[config.mk]
export PLATFORM = sky130hd
export DESIGN_NAME = pss_timing_tracker
export DESIGN_NICKNAME = d
export VERILOG_FILES = /design/src/rtl/pss_timing_tracker.sv
export SDC_FILE = /design/constraint.sdc
export NUM_CORES = 1
export LEC_CHECK = 0
export ABC_CLOCK_PERIOD_IN_PS = 7270
export BUFFER_PORTS_ARGS = -buffer_cell sky130_fd_sc_hd__buf_4
export CAP_MARGIN = 20
export CORE_UTILIZATION = 55
export CTS_CLUSTER_SIZE = 10
export DETAILED_ROUTE_END_ITERATION = 12
export MAX_ROUTING_LAYER = met4
export PLACE_DENSITY_LB_ADDON = 0.15
export SKIP_LAST_GASP = 1
export SYNTH_ARGS = -nofsm -noshare
export SYNTH_HDL_FRONTEND = slang
export SYNTH_SLANG_ARGS = --single-unit
[constraint.sdc]
create_clock -name clk_i -period 7.27 [get_ports clk_i]
set_input_delay 0.727 -clock clk_i [delete_from_list [all_inputs] [get_ports clk_i]]
set_output_delay 0.727 -clock clk_i [all_outputs]
set_load 0.01 [all_outputs]
[src/rtl/pss_timing_tracker.sv]
// PSS peak qualifier: search/verify/locked tracking of SSB periodicity with
// flywheel over missed peaks, SSB strobe and measured period error.
module pss_timing_tracker #(
  parameter int unsigned SSB_PERIOD  = 38400,
  parameter int unsigned TOLERANCE   = 2,
  parameter int unsigned CONFIRM_CNT = 3,
  parameter int unsigned MISS_LIMIT  = 2,
  parameter int unsigned CNT_DW      = $clog2(SSB_PERIOD + TOLERANCE + 1)
) (
  input  logic                     clk_i,
  input  logic                     reset_ni,
  input  logic                     s_axis_in_tvalid,
  input  logic                     peak_detected_i,
  output logic                     locked_o,
  output logic [1:0]               state_o,
  output logic                     ssb_start_o,
  output logic                     ssb_flywheel_o,
  output logic signed [CNT_DW:0]   period_err_o,
  output logic                     period_err_valid_o,
  output logic [CNT_DW-1:0]        sample_cnt_o
);

  localparam int unsigned ERR_W  = CNT_DW + 1;
  localparam int unsigned CONF_W = $clog2(CONFIRM_CNT + 1);
  localparam int unsigned MISS_W = $clog2(MISS_LIMIT + 1);

  localparam logic [CNT_DW-1:0] WIN_LO  = CNT_DW'(SSB_PERIOD - TOLERANCE);
  localparam logic [CNT_DW-1:0] WIN_HI  = CNT_DW'(SSB_PERIOD + TOLERANCE);
  localparam logic [CNT_DW-1:0] CNT_TOL = CNT_DW'(TOLERANCE);
  localparam logic [CNT_DW-1:0] CNT_MAX = '1;

  typedef enum logic [1:0] {
    ST_SEARCH = 2'd0,
    ST_VERIFY = 2'd1,
    ST_LOCKED = 2'd2
  } state_e;

  state_e             state_q, state_d;
  logic [CNT_DW-1:0]  cnt_q, cnt_d;
  logic [CONF_W-1:0]  confirm_q, confirm_d;
  logic [MISS_W-1:0]  miss_q, miss_d;
  logic               locked_q, locked_d;
  logic               ssb_start_q, ssb_start_d;
  logic               ssb_fly_q, ssb_fly_d;
  logic [ERR_W-1:0]   err_q, err_d;
  logic               err_valid_q, err_valid_d;

  logic               in_win;
  logic               timeout;
  logic [CNT_DW-1:0]  cnt_inc;
  logic [CONF_W-1:0]  confirm_inc;
  logic [MISS_W-1:0]  miss_inc;
  logic [ERR_W-1:0]   err_meas;

  // Peak qualification, flywheel and counter control.
  always_comb begin
    in_win      = (cnt_q >= WIN_LO) && (cnt_q <= WIN_HI);
    timeout     = s_axis_in_tvalid && !peak_detected_i && (cnt_q == WIN_HI);
    cnt_inc     = (cnt_q == CNT_MAX) ? cnt_q : cnt_q + CNT_DW'(1);
    confirm_inc = confirm_q + CONF_W'(1);
    miss_inc    = miss_q + MISS_W'(1);
    err_meas    = ERR_W'(cnt_q) - ERR_W'(SSB_PERIOD);

    state_d     = state_q;
    cnt_d       = s_axis_in_tvalid ? cnt_inc : cnt_q;
    confirm_d   = confirm_q;
    miss_d      = miss_q;
    ssb_start_d = 1'b0;
    ssb_fly_d   = 1'b0;
    err_d       = err_q;
    err_valid_d = 1'b0;

    unique case (state_q)
      ST_SEARCH: begin
        if (peak_detected_i) begin
          state_d   = ST_VERIFY;
          cnt_d     = '0;
          confirm_d = CONF_W'(1);
        end
      end
      ST_VERIFY: begin
        if (peak_detected_i) begin
          cnt_d = '0;
          if (in_win) begin
            confirm_d   = confirm_inc;
            err_d       = err_meas;
            err_valid_d = 1'b1;
            if (confirm_inc == CONF_W'(CONFIRM_CNT)) begin
              state_d     = ST_LOCKED;
              miss_d      = '0;
              ssb_start_d = 1'b1;
            end
          end else begin
            // Out-of-window peak restarts verification from itself.
            confirm_d = CONF_W'(1);
          end
        end else if (timeout) begin
          state_d   = ST_SEARCH;
          confirm_d = '0;
        end
      end
      ST_LOCKED: begin
        if (peak_detected_i && in_win) begin
          cnt_d       = '0;
          miss_d      = '0;
          ssb_start_d = 1'b1;
          err_d       = err_meas;
          err_valid_d = 1'b1;
        end else if (timeout) begin
          // Virtual anchor at SSB_PERIOD: this sample is TOLERANCE past it.
          cnt_d = CNT_TOL;
          if (miss_inc == MISS_W'(MISS_LIMIT)) begin
            state_d   = ST_SEARCH;
            miss_d    = '0;
            confirm_d = '0;
          end else begin
            miss_d      = miss_inc;
            ssb_start_d = 1'b1;
            ssb_fly_d   = 1'b1;
          end
        end
      end
      default: begin
        state_d   = ST_SEARCH;
        cnt_d     = '0;
        confirm_d = '0;
        miss_d    = '0;
      end
    endcase

    locked_d = (state_d == ST_LOCKED);
  end

  always_ff @(posedge clk_i or negedge reset_ni) begin
    if (!reset_ni) begin
      state_q     <= ST_SEARCH;
      cnt_q       <= '0;
      confirm_q   <= '0;
      miss_q      <= '0;
      locked_q    <= 1'b0;
      ssb_start_q <= 1'b0;
      ssb_fly_q   <= 1'b0;
      err_q       <= '0;
      err_valid_q <= 1'b0;
    end else begin
      state_q     <= state_d;
      cnt_q       <= cnt_d;
      confirm_q   <= confirm_d;
      miss_q      <= miss_d;
      locked_q    <= locked_d;
      ssb_start_q <= ssb_start_d;
      ssb_fly_q   <= ssb_fly_d;
      err_q       <= err_d;
      err_valid_q <= err_valid_d;
    end
  end

  assign locked_o           = locked_q;
  assign state_o            = state_q;
  assign ssb_start_o        = ssb_start_q;
  assign ssb_flywheel_o     = ssb_fly_q;
  assign period_err_o       = err_q;
  assign period_err_valid_o = err_valid_q;
  assign sample_cnt_o       = cnt_q;

endmodule

==> results.ini <==
[timing]
skew_ns=0.00973
report.final.slew_viol_count=0
report.final.hold_viol_count=0
period_minus_slack_ns=2.96
rsz0062_at_grt=false
slew_headroom_pct=60.2
worst_slew_pin_slew_ns=0.597
holdWs_ns=0.399
post-route-period-util_pct=40.7
setup_viol=0
setup_slack_ns=4.31
timing.fmax_ghz=0.338
totalNegativeSetupSlack_ns=0

[power]
vdd_drop_max_mv=0.142
p_leak_nw=1.34
powerDensity_mw_per_mm2=194

[routing]
dr.first_iter.drc_count=182
viasPerCell=5.74
vias=1894
routed_wl_mm=5.11
drtAntennaViolNets=0
avgRoutedWirePerCell_um=15.5
route.detailed.drc=0
dr.pass1.iters=4

[worst_setup_path]
worstPathArrival_ns=3.15
path_class=reg -> reg
cp.required_ns=7.46
crit_fanout=18
reg2regPathDepth=5
endpoint_kind=register
start_kind=register

[layout]
fin_cells=330
drive_above_1_share_pct=21.4
areaGrowthSynthToFinish_pct=14.0
nNetsFinal=291
antennaDiodeCount=0
final_cell_mix=43 x nor2_1, 43 x dfrtp_1, 42 x buf_4

[logic_synthesis]
synthTopCellsByArea=dfrtp_1 45%, nor2_1 6.8%, ha_1 4.2%
syn_area_per_cell_um2=9.54
yosys_warnings=0
synth_edf_count=0
synth_cell_type_count=53
yosys.area.top_type=dfrtp_1
yosysSeqAreaShare_pct=45.1
syn_nets=262
ys_ff_latch=43
async_flop_share_pct=100
netlist.area_leader.share_pct=45.1
netlist_instances=250
synth_ff_type=dfrtp_1
syn_area_mm2=0.00239

[clock_tree]
htree_num_levels=2
clk_latency_ns=0.30
cts_tree=yes
postCtsResizedCells=0
clock-sinks=43
ctsRootBufferMaster=clkbuf_8
clk_path_buf_depth=2
clk_pin_slew_ns=0.09
postCtsHoldBufs=0
cts_made_buffers=5
postCtsSetupBuffers=0

[placement]
dp_slack_ns=4.36
gp_routability_congestion=0.906
numPortBuffers=42
hpwl_mm=3.50
dp.cells=322

[worst_hold_path]
hp-class=in -> async

[floorplanning]
die_h_um=67.9
ioPinCount=43
fp.dieArea_mm2=0.00461
die_w_um=67.9
rows=23
initial_core_util_pct=58.4
core_mm2=0.00409

[grt]
grt_usage_pct=24.4
antenna_found_initial=0
grt_overflow_total=0
grt_max_degree=44
grt_pass1_vias=1616
grt_pass1_wl_mm=7.92

[run_status]
status=finished clean

[flow_run]
cap_violations=0

-- kinds of logic (layout without fill, tap and decap cells) --
group                    count (synthesis)  count (layout)  synth area share, %
AND/OR/NAND/NOR                        104             104                 22.8
AO/OA/AOI/OAI                           44              44                 13.2
flip-flops                              43              43                 45.1
buffers and inverters                   34              64                 7.97
XOR/XNOR                                10              10                 3.67
adder cells (fa/ha/maj)                  8               8                 4.20
multiplexers                             7               7                 3.09
-- through the flow --
| stage | area [µm²] | total power, W | utilization (%) |
|---|---|---|---|
| 2_1_floorplan | 2390 | 0.000341 | - |
| 3_3_place_gp | 2630 | 0.000368 | 64.3 |
| 3_5_place_dp | 2630 | 0.000372 | 64.3 |
| 4_1_cts | 2720 | 0.000533 | 66.6 |
| 5_1_grt | 2720 | 0.000554 | 66.6 |
| 6_report | 2720 | 0.000528 | 66.6 |
-- flip-flops by register name (all words and copies together), names as in the netlist --
name,cells
ssb_flywheel_o,1
locked_o,1
confirm_q,2
sample_cnt_o,16
period_err_valid_o,1
state_o,2
ssb_start_o,1
period_err_o,17
miss_q,2
-- final cells by class --
type	count	area (µm²)
clock inverter	3	25.0
fill	348	1370
multi-input combinational	173	1120
timing repair buffer	42	315
sequential	43	1080
clock buffer	5	68.8
tap	50	62.6
inverter	14	52.6
-- synthesized netlist by cell type (all sizes together) (2+ instances only) --
cell     count
dfrtp       43
nor2        43
buf         15
inv         14
nand2       13
nand3        9
o21ai        9
and3         8
ha           8
xor2         7
a21oi        6
clkbuf       5
nand4        5
nor3         5
a211oi       4
mux2i        4
and2         3
and4         3
mux2         3
nor4         3
o2111ai      3
o211ai       3
or4          3
xnor2        3
a2111oi      2
a21boi       2
a31oi        2
nand3b       2
o21a         2
o21bai       2
or4b         2
-- critical path: stages, from the launching register on --
cell	delay [ns]
dfrtp_1	0.44
or4_4	0.58
or4_1	0.45
a32oi_1	0.36
o2111a_1	0.62
mux2_2	0.40
-- path summary, 6_finish.rpt --
kind                                  from               end  slack [ns]
setup reg to reg           sample_cnt_o[5]   period_err_o[1]        4.31
min in group clk_i            confirm_q[1]      confirm_q[1]        0.49
hold reg to reg               confirm_q[1]      confirm_q[1]        0.49
setup / recovery           sample_cnt_o[5]   period_err_o[1]        4.31
hold / removal                    reset_ni  sample_cnt_o[13]        0.40
max in group asynchronous         reset_ni         miss_q[1]        6.50
-- per-layer routing --
metal / share of wire [%] / vias up / global-route usage, %
li1: - / 929 / -
met1: 49 / 893 / 34.1
met2: 45 / 68 / 34.5
met3: 5.6 / 4 / 5.00
met4: 0.49 / 0 / 9.38
met5: 0 / - / -
-- where the power goes --
part	leakage (nW)	internal, W	switching [W]
sequential	0.579	0.000247	0.0000113
combinational	0.716	0.0000427	0.0000695
clock	0.0443	0.0000687	0.0000887
total	1.34	0.000358	0.000169
Power figures use the tool's default switching activity.
